===== src/rtl/bus_cycle_ctrl.sv =====
// 8085 external bus cycle controller: address demux, strobe decode, wait states, read-data return.
// Optional BUS_TIMEOUT_EN adds a ready-low watchdog that forces completion and flags bus_err.
module bus_cycle_ctrl #(
  parameter int MEM_WAIT    = 0,
  parameter int IO_WAIT     = 1,
  parameter int WAIT_W      = 3,
  parameter int TIMEOUT_CYC = 15
) (
  input  logic        clk,
  input  logic        resetn_in,
  input  logic        ale,
  input  logic [7:0]  ad_in,
  input  logic [7:0]  haddress,
  input  logic        s0,
  input  logic        s1,
  input  logic        iomn,
  input  logic        rdn,
  input  logic        wrn,
  input  logic [7:0]  ext_rdata,
  input  logic        ext_rdy,
  output logic [15:0] addr,
  output logic [7:0]  wdata,
  output logic        memrn,
  output logic        memwn,
  output logic        iorn,
  output logic        iown,
  output logic        ready,
  output logic [7:0]  ad_out,
  output logic        ad_oe,
  output logic [1:0]  cyc_status,
  output logic        bus_err
);

  if (MEM_WAIT < 0 || MEM_WAIT >= (1 << WAIT_W) || IO_WAIT < 0 || IO_WAIT >= (1 << WAIT_W))
  begin : g_bad_wait
    $error("bus_cycle_ctrl: wait-state parameter does not fit in WAIT_W bits");
  end

  localparam logic [WAIT_W-1:0] MEM_WAIT_L = WAIT_W'(MEM_WAIT);
  localparam logic [WAIT_W-1:0] IO_WAIT_L  = WAIT_W'(IO_WAIT);

  typedef enum logic [1:0] {IDLE, ADDR, ACTIVE, HOLD} state_t;
  state_t state, state_nxt;

  logic              io_q, wr_q, rd_done;
  logic [WAIT_W-1:0] wcnt;
  logic              ready_raw, to_fired, to_fire;

  wire both_lo   = !rdn && !wrn;
  wire both_hi   =  rdn &&  wrn;
  wire ale_lat   = ale && (state != HOLD);
  wire enter_act = (state == ADDR) && !ale && !both_lo && !both_hi;
  wire cap_ok    = (state == ACTIVE) && !ale && !wr_q && !rd_done &&
                   (wcnt == '0) && ext_rdy;

  assign ready_raw = !((state == ACTIVE) && ((wcnt != '0) || !ext_rdy));

  // state register
  always_ff @(posedge clk or negedge resetn_in)
    if (!resetn_in) state <= IDLE;
    else            state <= state_nxt;

  // next state
  always_comb begin
    state_nxt = state;
    case (state)
      IDLE:   if (ale) state_nxt = ADDR;
      ADDR:   if (ale)           state_nxt = ADDR;
              else if (both_lo)  state_nxt = HOLD;
              else if (!both_hi) state_nxt = ACTIVE;
      ACTIVE: if (ale)           state_nxt = ADDR;
              else if (both_hi)  state_nxt = IDLE;
      HOLD:   if (both_hi)       state_nxt = IDLE;
      default:                   state_nxt = IDLE;
    endcase
  end

  // outputs: strobes follow the registered state, so they move only on clock edges or reset
  always_comb begin
    memrn = 1'b1;
    memwn = 1'b1;
    iorn  = 1'b1;
    iown  = 1'b1;
    ad_oe = 1'b0;
    ready = ready_raw || to_fired;
    if (state == ACTIVE) begin
      if (io_q) begin
        iorn = wr_q;
        iown = !wr_q;
      end else begin
        memrn = wr_q;
        memwn = !wr_q;
      end
      ad_oe = !wr_q;
    end
  end

  always_ff @(posedge clk or negedge resetn_in) begin
    if (!resetn_in) begin
      addr       <= '0;
      cyc_status <= '0;
      io_q       <= 1'b0;
      wr_q       <= 1'b0;
      rd_done    <= 1'b0;
      wcnt       <= '0;
      wdata      <= '0;
      ad_out     <= '0;
      bus_err    <= 1'b0;
    end else begin
      if (ale_lat) begin
        addr       <= {haddress, ad_in};
        cyc_status <= {s1, s0};
        io_q       <= iomn;
        wcnt       <= iomn ? IO_WAIT_L : MEM_WAIT_L;
      end else if (state == ACTIVE && wcnt != '0) begin
        wcnt <= wcnt - 1'b1;
      end
      if (enter_act) begin
        wr_q    <= !wrn;
        rd_done <= 1'b0;
        if (!wrn) wdata <= ad_in;
      end
      if (state == ADDR && !ale && both_lo) bus_err <= 1'b1;
      if (cap_ok) begin
        ad_out  <= ext_rdata;
        rd_done <= 1'b1;
      end
      if (to_fire) begin
        bus_err <= 1'b1;
        if (!wr_q) begin
          ad_out  <= 8'hFF;
          rd_done <= 1'b1;
        end
      end
    end
  end

`ifdef BUS_TIMEOUT_EN
  localparam int TO_W = $clog2(TIMEOUT_CYC + 1);
  logic [TO_W-1:0] to_cnt;

  assign to_fire = (state == ACTIVE) && !ale && !ready_raw && !to_fired &&
                   (to_cnt == TO_W'(TIMEOUT_CYC - 1));

  // counts consecutive ready-low cycles of the current ACTIVE cycle
  always_ff @(posedge clk or negedge resetn_in) begin
    if (!resetn_in) begin
      to_cnt   <= '0;
      to_fired <= 1'b0;
    end else if (state != ACTIVE || ale) begin
      to_cnt   <= '0;
      to_fired <= 1'b0;
    end else if (to_fire) begin
      to_fired <= 1'b1;
    end else if (!ready_raw && !to_fired) begin
      to_cnt <= to_cnt + 1'b1;
    end
  end
`else
  assign to_fired = 1'b0;
  assign to_fire  = 1'b0;
`endif

endmodule


===== config.mk =====
export PLATFORM = sky130hd
export DESIGN_NAME = bus_cycle_ctrl
export DESIGN_NICKNAME = d
export VERILOG_FILES = /design/src/rtl/bus_cycle_ctrl.sv
export SDC_FILE = /design/constraint.sdc
export NUM_CORES = 1
export LEC_CHECK = 0
export ABC_AREA = 1
export CORE_AREA = 2 2 72 74
export DETAILED_ROUTE_END_ITERATION = 10
export DIE_AREA = 0 0 74 76
export PLACE_DENSITY = 0.72
export SLEW_MARGIN = 20
export SYNTH_ARGS = -nofsm -noshare
export SYNTH_HDL_FRONTEND = slang
export SYNTH_SLANG_ARGS = --single-unit
export TNS_END_PERCENT = 50

===== constraint.sdc =====
create_clock -name clk -period 1.85 [get_ports clk]
set_clock_uncertainty 0.05 [all_clocks]
set_input_delay 0.37 -clock clk [delete_from_list [all_inputs] [get_ports clk]]
set_output_delay 0.37 -clock clk [all_outputs]
set_load 0.01 [all_outputs]

# --- Word-level counts from Yosys, hierarchy flattened ---
# Cells that the tools add are included.
word_totals:
  in_bits: 33
  word_cells: 70
  out_inout_bits: 41
  n_memories: 0
  latchBits: 0
  reg_bits: 43
  ram_bits: 0
  rom_bits: 0
classes:
  n_shift: 0
  n_mux: 21
  n_mul: 0
  div_mod_pow: 0
  reduce_logical: 31
  add_sub_neg: 1
  bitwise_logic: 1
  n_eq_ne: 6
  order_cmp: 0
ops:
  columns: ["op", "count"]
  rows:
  - ["1-bit logical AND", 14]
  - ["1-bit 2-to-1 mux", 12]
  - ["2-bit 2-to-1 mux", 6]
  - ["1-bit zero test", 9]
  - ["2-bit case mux with 4 select lines", 1]
  - ["3-bit 2-to-1 mux", 2]
  - ["2-bit equality test, second input constant", 2]
  - ["2-bit != test, second input constant", 2]
  - ["4-bit != test, second input constant", 1]
  - ["2-bit AND reduction", 2]
  - ["2-bit nonzero test", 2]
  - ["3-bit zero test", 1]
  - ["3-bit nonzero test", 1]
  - ["3-bit by 1-bit subtractor with 3-bit output, second input constant", 1]
  - ["2-bit by 1-bit equality test with 1-bit output, second input constant", 1]
  - ["2-bit zero test", 1]
  - ["1-bit logical OR", 1]
  - ["1-bit NOT", 1]

# --- Logic depth before layout (Yosys ltp) ---
# Gate-level depths: netlist (run 1).
depth:
  ltp_word: 7
  ltp_mapped: 8
  ltp_nobuf: 8

# --- Worst setup path after synthesis (run 1) ---
# OpenSTA, ideal clock, no wires.
synth_path:
  kind: "reg2out"
  from: "register state[0]"
  to: "output port iorn"
  required_ns: 1.430
  path_stages_with_launch: 7
  path_slack_ns: 0.448
  path_buffers: 2
  arrival_time_ns: 0.982
  path_cell_list: "dfrtp_1 buf_6 inv_2 nand2_1 nor2_2 buf_6 nand2_1"
synth_between:
  elab_chain_len: 2
synth_lines:
  columns: ["element", "line_no", "text"]
  rows:
  - ["from (decl)", "43", "state_t state, state_nxt;"]
  - ["from (signal assigned)", "61", "else state <= state_nxt;"]
  - ["2-bit equality test", "86", "if (state == ACTIVE) begin"]
  - ["1-bit 2-to-1 mux", "86", null]
  - ["to (decl)", "25", "output logic iorn,"]
# No other way between the ends.

# --- Worst setup path in the final report (run 1) ---
layout_path:
  from: "register state[0]"
  to: "output port memrn"
layout_between:
  elab_chain_len: 2
layout_lines:
  columns: ["element", "line_no", "text"]
  rows:
  - ["2-bit equality test", "86", null]
  - ["1-bit 2-to-1 mux", "86", null]
  - ["to (decl)", "23", "output logic memrn,"]
# No other way between the ends.

==> results of run 1 <==
==> routing by layer <==
metal | vias to the layer above | track usage
met4 | 0 | 0.0455
met3 | 4 | 0.0635
li1 | 863 | -
met5 | - | 0
met1 | 798 | 0.223
met2 | 55 | 0.276
==> cells by family after synthesis <==
logic type,Yosys count,share of synthesized area
flops,43,0.578
fa+ha+maj,2,0.0134
compound gates,5,0.0175
buf+inv,18,0.0511
simple gates,149,0.340
==> power by group through the flow <==
stage / Combinational [uW] / Clock (uW) / Sequential (uW)
3_3_place_gp: 1470 / 0 / 1460
2_1_floorplan: 542 / 0 / 1570
3_5_place_dp: 1500 / 0 / 1460
5_1_grt: 1740 / 644 / 1500
6_report: 1560 / 584 / 1460
4_1_cts: 1500 / 606 / 1460
==> critical path, stage by stage (launching register included) <==
cell             delay, ps
dfrtp_2                430
inv_2                   80
nand2_1                 80
nor2_4                 160
nand2_1                 70
clkdlybuf4s15_1        230
==> registers in the layout (all words and copies together), names as in the netlist <==
name	cells
state	2
bus_err	1
wcnt	3
wr_q	1
ad_out	8
rd_done	1
io_q	1
addr	16
cyc_status	2
wdata	8
==> stage by stage <==
step	area, um^2	setup TNS, ps	utilization	hold slack [ps]	instances
floorplan	1860	0	-	24.4	217
global placement	2740	-35.6	0.558	208	366
detailed placement	2740	-72.6	0.558	212	366
CTS	2840	-199	0.579	426	375
global route	2890	-5.96	0.589	442	378
finish	2890	0	0.589	423	378
==> cells in the final DEF (no fill, tap or decap), drive strengths merged <==
cell type | Yosys | routed
dfrtp | 43 | 43
ha | 2 | 2
clkdlybuf4s15 | 0 | 2
nand3 | 17 | 17
dlygate4sd3 | 0 | 1
clkinv | 1 | 2
clkbuf | 0 | 6
nor2 | 9 | 9
nand2 | 114 | 114
nand4 | 9 | 9
clkinvlp | 0 | 1
a31o | 1 | 1
clkdlybuf4s50 | 0 | 66
dlygate4sd2 | 0 | 1
dlymetal6s2s | 0 | 2
o21ai | 4 | 4
buf | 6 | 17
inv | 11 | 11
==> cell type report <==
cell class	instances	area, um^2
Fill cell	445	2020
Clock inverter	2	12.5
Inverter	12	45.0
Clock buffer	6	72.6
Tap cell	70	87.6
Sequential cell	43	1080
Timing Repair Buffer	89	872
Multi-Input combinational cell	156	727
==> path summary, 6_finish.rpt <==
| check | to | slack (ps) | depth (start not counted) |
|---|---|---|---|
| setup / recovery | memrn | 80 | 5 |
| hold / removal | ad_out[7] | 420 | 2 |
| setup reg to reg | ad_out[4] | 240 | 9 |
| hold reg to reg | ad_out[7] | 420 | 2 |
| max in group asynchronous | state[0] | 830 | 3 |
| min in group asynchronous | addr[11] | 440 | 2 |
==> what timing repair did <==
action	4_1_cts	5_1_grt
setup endpoints to repair	6	12
resized for setup	9	12
hold buffers	1	0
setup buffers	0	3
endpoints found under the hold margin	10	0
pin swaps	1	3
==> qor.csv, run 1 <==
stage;metric;value;unit
outcome;status;finished, final reports clean;
yosys;yosysWarnings;0;
timing;finalMaxSlewViolations;0;
power_and_ir_drop;p_sw_frac;0.340;
yosys;synth_common_cells;112 x nand2_1, 43 x dfrtp_1, 17 x nand3_1;
floorplanning;fp.dieW;74;um
placement;place_ws;-72.6;ps
global_routing;grt_max_degree;34;
yosys;synthTopCellsByArea;dfrtp_1 58%, nand2_1 23%, nand3_1 4.6%, nand4_1 2.7%, inv_1 1.8%;
timing;fin_crit;1770;ps
setup_path;cp.arrival;1350;ps
placement;hpwl;3330;um
setup_path;end_kind;primary output;
cells_and_area;area_growth;55.5;%
clock_network;cts_tree;done;
clock_network;clock_sinks;43;
timing;maxSlewHeadroom;0.765;
setup_path;critPathKind;register to primary output;
cells_and_area;drive_gt1_frac;0.136;
power_and_ir_drop;p_per_area;1250;nW/um^2
detailed_routing;antenna_left;0;
power_and_ir_drop;p_total;3600;uW
power_and_ir_drop;cellLeakagePower;0.00141;uW
detailed_routing;wl;4620;um
global_routing;grt_pass1_wl;7630;um
floorplanning;core;4910;um^2
timing;setup_ws;81.2;ps
detailed_routing;via_per_inst;4.55;
floorplanning;num_io_pins;74;
timing;max_freq;0.565;GHz
power_and_ir_drop;power.internal;2380;uW
flow_run;maxCapViolCount;0;
timing;setup_violations;0;
clock_network;root_buffer;clkbuf_8;
yosys;ys_seq_area_frac;0.578;
yosys;netlist_instances;217;
yosys;synth_area_per_cell;8.57;um^2
setup_path;crit_start;state[0];
power_and_ir_drop;clockPowerShare;0.162;
global_routing;grt_usage;0.174;
yosys;synth_fp_nets;252;
timing;finalHoldViolCount;0;
floorplanning;rows;26;
placement;place.gp.congestion;0.765;
yosys;async_reset_ff_frac;1.00;
yosys;yosysTopAreaCell;dfrtp_1;
setup_path;crit_fanout;5;
yosys;synth_edf_count;0;
clock_network;insertion_delay;300;ps
yosys;ys_types;19;
detailed_routing;wl_met3;362;um
detailed_routing;wl_met1;2090;um
yosys;synth_top_cell_area_share;0.578;
placement;port_buffers;73;
cells_and_area;diodes;0;
clock_network;cts.htree.levels;2;
clock_network;path_clk_slew;80;ps
clock_network;clockBufferDepth;2;
yosys;yosysMostFrequentCell;nand2_1;
min_path;hold_start;ad_out[7];
setup_path;r2r-start;wcnt[0];
power_and_ir_drop;switching_power;1230;uW
yosys;netlist_area;1860;um^2
power_and_ir_drop;p_comb_frac;0.434;
setup_path;crit_required;1430;ps
detailed_routing;wl_met2;2120;um
yosys;synthFlopType;dfrtp_1;
detailed_routing;routed.top_layer;met4;
power_and_ir_drop;vdd_drop_max;0.673;mV
global_routing;antenna_found_initial;0;
detailed_routing;drt_iter0_markers;89;
yosys;ys_seq_elements;43;
power_and_ir_drop;seq_power_share;0.404;
setup_path;worst_setup_path_start_kind;register;
global_routing;grt_pass1_vias;1740;
detailed_routing;drc_errors;0;
cells_and_area;nets;342;
detailed_routing;firstDrtPassIters;4;
floorplanning;die_area;5620;um^2
timing;tightestPinTransition;352;ps
detailed_routing;vias;1720;
global_routing;grt_overflow;0;
timing;post-route-period-util;0.956;
min_path;hold_path.class;register to register;
floorplanning;die_h;76;um
detailed_routing;post_drt_wl_per_cell;12.2;um
clock_network;cts_buffers;5;
floorplanning;start_util;0.379;
No activity file was read; power rests on OpenSTA's default activity.
==> run 2, diff against run 1 <==
--- a/config.mk
+++ b/config.mk
@@ -9,2 +9,3 @@
 export CORE_AREA = 2 2 72 74
+export CTS_CLUSTER_SIZE = 14
 export DETAILED_ROUTE_END_ITERATION = 10
==> constraint.sdc (replaced) <==
create_clock -name clk -period 1.85 [get_ports clk]
set_clock_uncertainty 0.05 [all_clocks]
set_input_delay 0.4625 -clock clk [delete_from_list [all_inputs] [get_ports clk]]
set_output_delay 0.4625 -clock clk [all_outputs]
set_load 0.01 [all_outputs]
==> run 2 against run 1 <==
Against the previous run: sequential share of layout area shrank 0.88 points; hold slack better by 0.84 ps; global-route usage is 0.25 points higher; clock power up 30%; critical path type unchanged; largest cell class unchanged; largest power group unchanged; highest routed layer unchanged.
==> qor.csv, run 2 (synthesis results as in run 1) <==
stage;metric;value;unit;change
clock_network;cts.htree.levels;2;;unchanged
outcome;status;finished, final reports clean;;unchanged
detailed_routing;antenna_left;0;;unchanged
cells_and_area;top_regs;addr x16, ad_out x8, wdata x8;;unchanged
power_and_ir_drop;clockPowerShare;0.198;;was 0.162
cells_and_area;area_growth;59.3;%;was 55.5%
cells_and_area;final_common_cell;nand2_1;;unchanged
clock_network;cts_buffers;5;;unchanged
timing;tightestPinTransition;315;ps;was 352 ps
clock_network;cts_tree;done;;unchanged
power_and_ir_drop;p_comb_frac;0.423;;was 0.434
placement;port_buffers;73;;unchanged
cells_and_area;largest_reg_flops;16;;unchanged
detailed_routing;post_drt_wl_per_cell;12.3;um;was 12.2 um
detailed_routing;drt_iter0_markers;154;;was 89
timing;rsz0062_at_grt;yes;;
setup_path;critPathTopFamily;flip-flops;;unchanged
setup_path;critPathMostFrequentCell;ha_4;;was nand2_1
clock_network;root_buffer;clkbuf_8;;unchanged
floorplanning;fp.dieW;74;um;unchanged
global_routing;grt_pass1_wl;7650;um;was 7630 um
setup_path;worst_setup_path_start_kind;register;;unchanged
setup_path;ff2ff_setup_slack;200;ps;was 240 ps
timing;max_freq;0.544;GHz;was 0.565 GHz
floorplanning;num_io_pins;74;;unchanged
setup_path;end_kind;primary output;;unchanged
timing;finalHoldViolCount;0;;unchanged
setup_path;critPathKind;register to primary output;;unchanged
clock_network;path_clk_slew;80;ps;about the same
clock_network;clock_sinks;43;;unchanged
detailed_routing;firstDrtPassIters;4;;unchanged
setup_path;crit_slowest_cell;dfrtp_1;;was dfrtp_2
power_and_ir_drop;vdd_drop_max;0.640;mV;was 0.673 mV
placement;post-place-cells;372;;was 366
cells_and_area;layout.cells.non_filler;385;;was 378
power_and_ir_drop;p_total;3840;uW;was 3600 uW
timing;finalMaxSlewViolations;0;;unchanged
power_and_ir_drop;p_per_area;1300;nW/um^2;was 1250 nW/um^2
power_and_ir_drop;seq_power_share;0.380;;was 0.404
setup_path;cp.arrival;1330;ps;was 1350 ps
floorplanning;die_area;5620;um^2;unchanged
cells_and_area;fillers;447;;was 445
cells_and_area;diodes;0;;unchanged
global_routing;antenna_found_initial;0;;unchanged
min_path;hold_path.class;register to register;;unchanged
floorplanning;start_util;0.379;;unchanged
timing;setup_violations;0;;unchanged
setup_path;path_cells;inv_2 > ha_4 > ha_4 > nand2_2 > nand2_1 > buf_2;;was inv_2 > nand2_1 > nor2_4 > nand2_1 > clkdlybuf4s15_1
power_and_ir_drop;switching_power;1250;uW;was 1230 uW
power_and_ir_drop;cellLeakagePower;0.00145;uW;was 0.00141 uW
cells_and_area;drive_gt1_frac;0.165;;was 0.136
floorplanning;core;4910;um^2;unchanged
floorplanning;rows;26;;unchanged
clock_network;insertion_delay;300;ps;about the same
placement;place.gp.congestion;0.758;;was 0.765
power_and_ir_drop;power.internal;2590;uW;was 2380 uW
global_routing;grt_usage;0.176;;was 0.174
clock_network;clockBufferDepth;2;;unchanged
cells_and_area;nets;349;;was 342
power_and_ir_drop;p_sw_frac;0.326;;was 0.340
global_routing;grt_overflow;0;;unchanged
timing;setup_ws;11.5;ps;was 81.2 ps
setup_path;crit_fanout;2;;was 5
detailed_routing;drc_errors;0;;unchanged
setup_path;worst_path_largest_cell_delay;390;ps;was 430 ps
placement;place_ws;-262;ps;was -72.6 ps
floorplanning;die_h;76;um;unchanged
cells_and_area;regMostFlops;addr;;unchanged
setup_path;crit_buf_inv;2;;unchanged
timing;fin_crit;1840;ps;was 1770 ps
cells_and_area;layout_common_cells;111 x nand2_1, 66 x clkdlybuf4s50_1, 42 x dfrtp_1, 20 x buf_4, 17 x nand3_1;;was 111 x nand2_1, 66 x clkdlybuf4s50_1, 42 x dfrtp_1, 17 x nand3_1, 13 x buf_4
timing;post-route-period-util;0.994;;was 0.956
timing;worst_hold_slack;424;ps;was 423 ps
global_routing;grt_max_degree;34;;unchanged
detailed_routing;vias;1796;;was 1720
setup_path;crit_required;1340;ps;was 1430 ps
detailed_routing;wl;4740;um;was 4620 um
global_routing;grt_pass1_vias;1719;;was 1740
flow_run;maxCapViolCount;0;;unchanged
placement;hpwl;3340;um;was 3330 um
timing;maxSlewHeadroom;0.790;;was 0.765
detailed_routing;via_per_inst;4.66;;was 4.55
## run 2: cell types whose count changed in the layout (fill, tap and decap cells not counted), sizes merged
cell          delta
buf              +9
dlymetal6s2s     -2
bufinv           +1
clkinvlp         -1
## run 2: worst min-delay path: stages, from the launching register on
cell	delay, ps
dfrtp_1	340
nand2_1	50
nand2_1	50
## run 2: power groups by stage
stage	Combinational [uW]	Clock, uW	Sequential [uW]
after floorplan	542	0	1570
after global placement	1500	0	1460
after detailed placement	1530	0	1460
after CTS	1560	779	1460
after global routing	1800	821	1500
final	1620	759	1460
## run 2: metrics by stage
step                setup TNS, ps  instance area, um^2  utilization
floorplan                       0                 1860            -
global placement             -221                 2780        0.567
detailed placement           -262                 2780        0.567
CTS                          -152                 2930        0.596
global route                -43.8                 2960        0.603
finish                          0                 2960        0.603
## run 2: layer usage
| layer | track usage | vias up | part of all wire |
|---|---|---|---|
| li1 | - | 885 | - |
| met1 | 0.222 | 843 | 0.43 |
| met2 | 0.280 | 62 | 0.47 |
| met3 | 0.0622 | 6 | 0.087 |
| met4 | 0.0564 | 0 | 0.013 |
| met5 | 0 | - | 0 |
## run 2: cell type report
class                           instances  area [um^2]  area share
Sequential cell                        43         1080       0.363
Timing Repair Buffer                   96          910       0.307
Multi-Input combinational cell        156          727       0.245
Tap cell                               70         87.6      0.0295
Clock buffer                            6         82.6      0.0279
Inverter                               12         45.0      0.0152
Clock inverter                          2         35.0      0.0118
## run 2: final timing paths
kind                            startpoint   endpoint  cells after the start
worst min-delay path             ad_out[5]  ad_out[5]                      2
worst min register to register   ad_out[5]  ad_out[5]                      2
min in group asynchronous        resetn_in    addr[9]                      2
worst max register to register     wcnt[0]  ad_out[0]                     10
worst max-delay path               wcnt[0]      ready                      6
max in group asynchronous        resetn_in   state[0]                      3
## run 2: repair_timing
| item | in CTS | in global routing |
|---|---|---|
| setup endpoints to repair | 6 | 4 |
| cloned | 0 | 0 |
| hold buffers | 1 | 0 |
| resized for setup | 18 | 9 |
| pin swaps | 1 | 3 |
| buffers inserted | 1 | 3 |
| endpoints found under the hold margin | 10 | 0 |
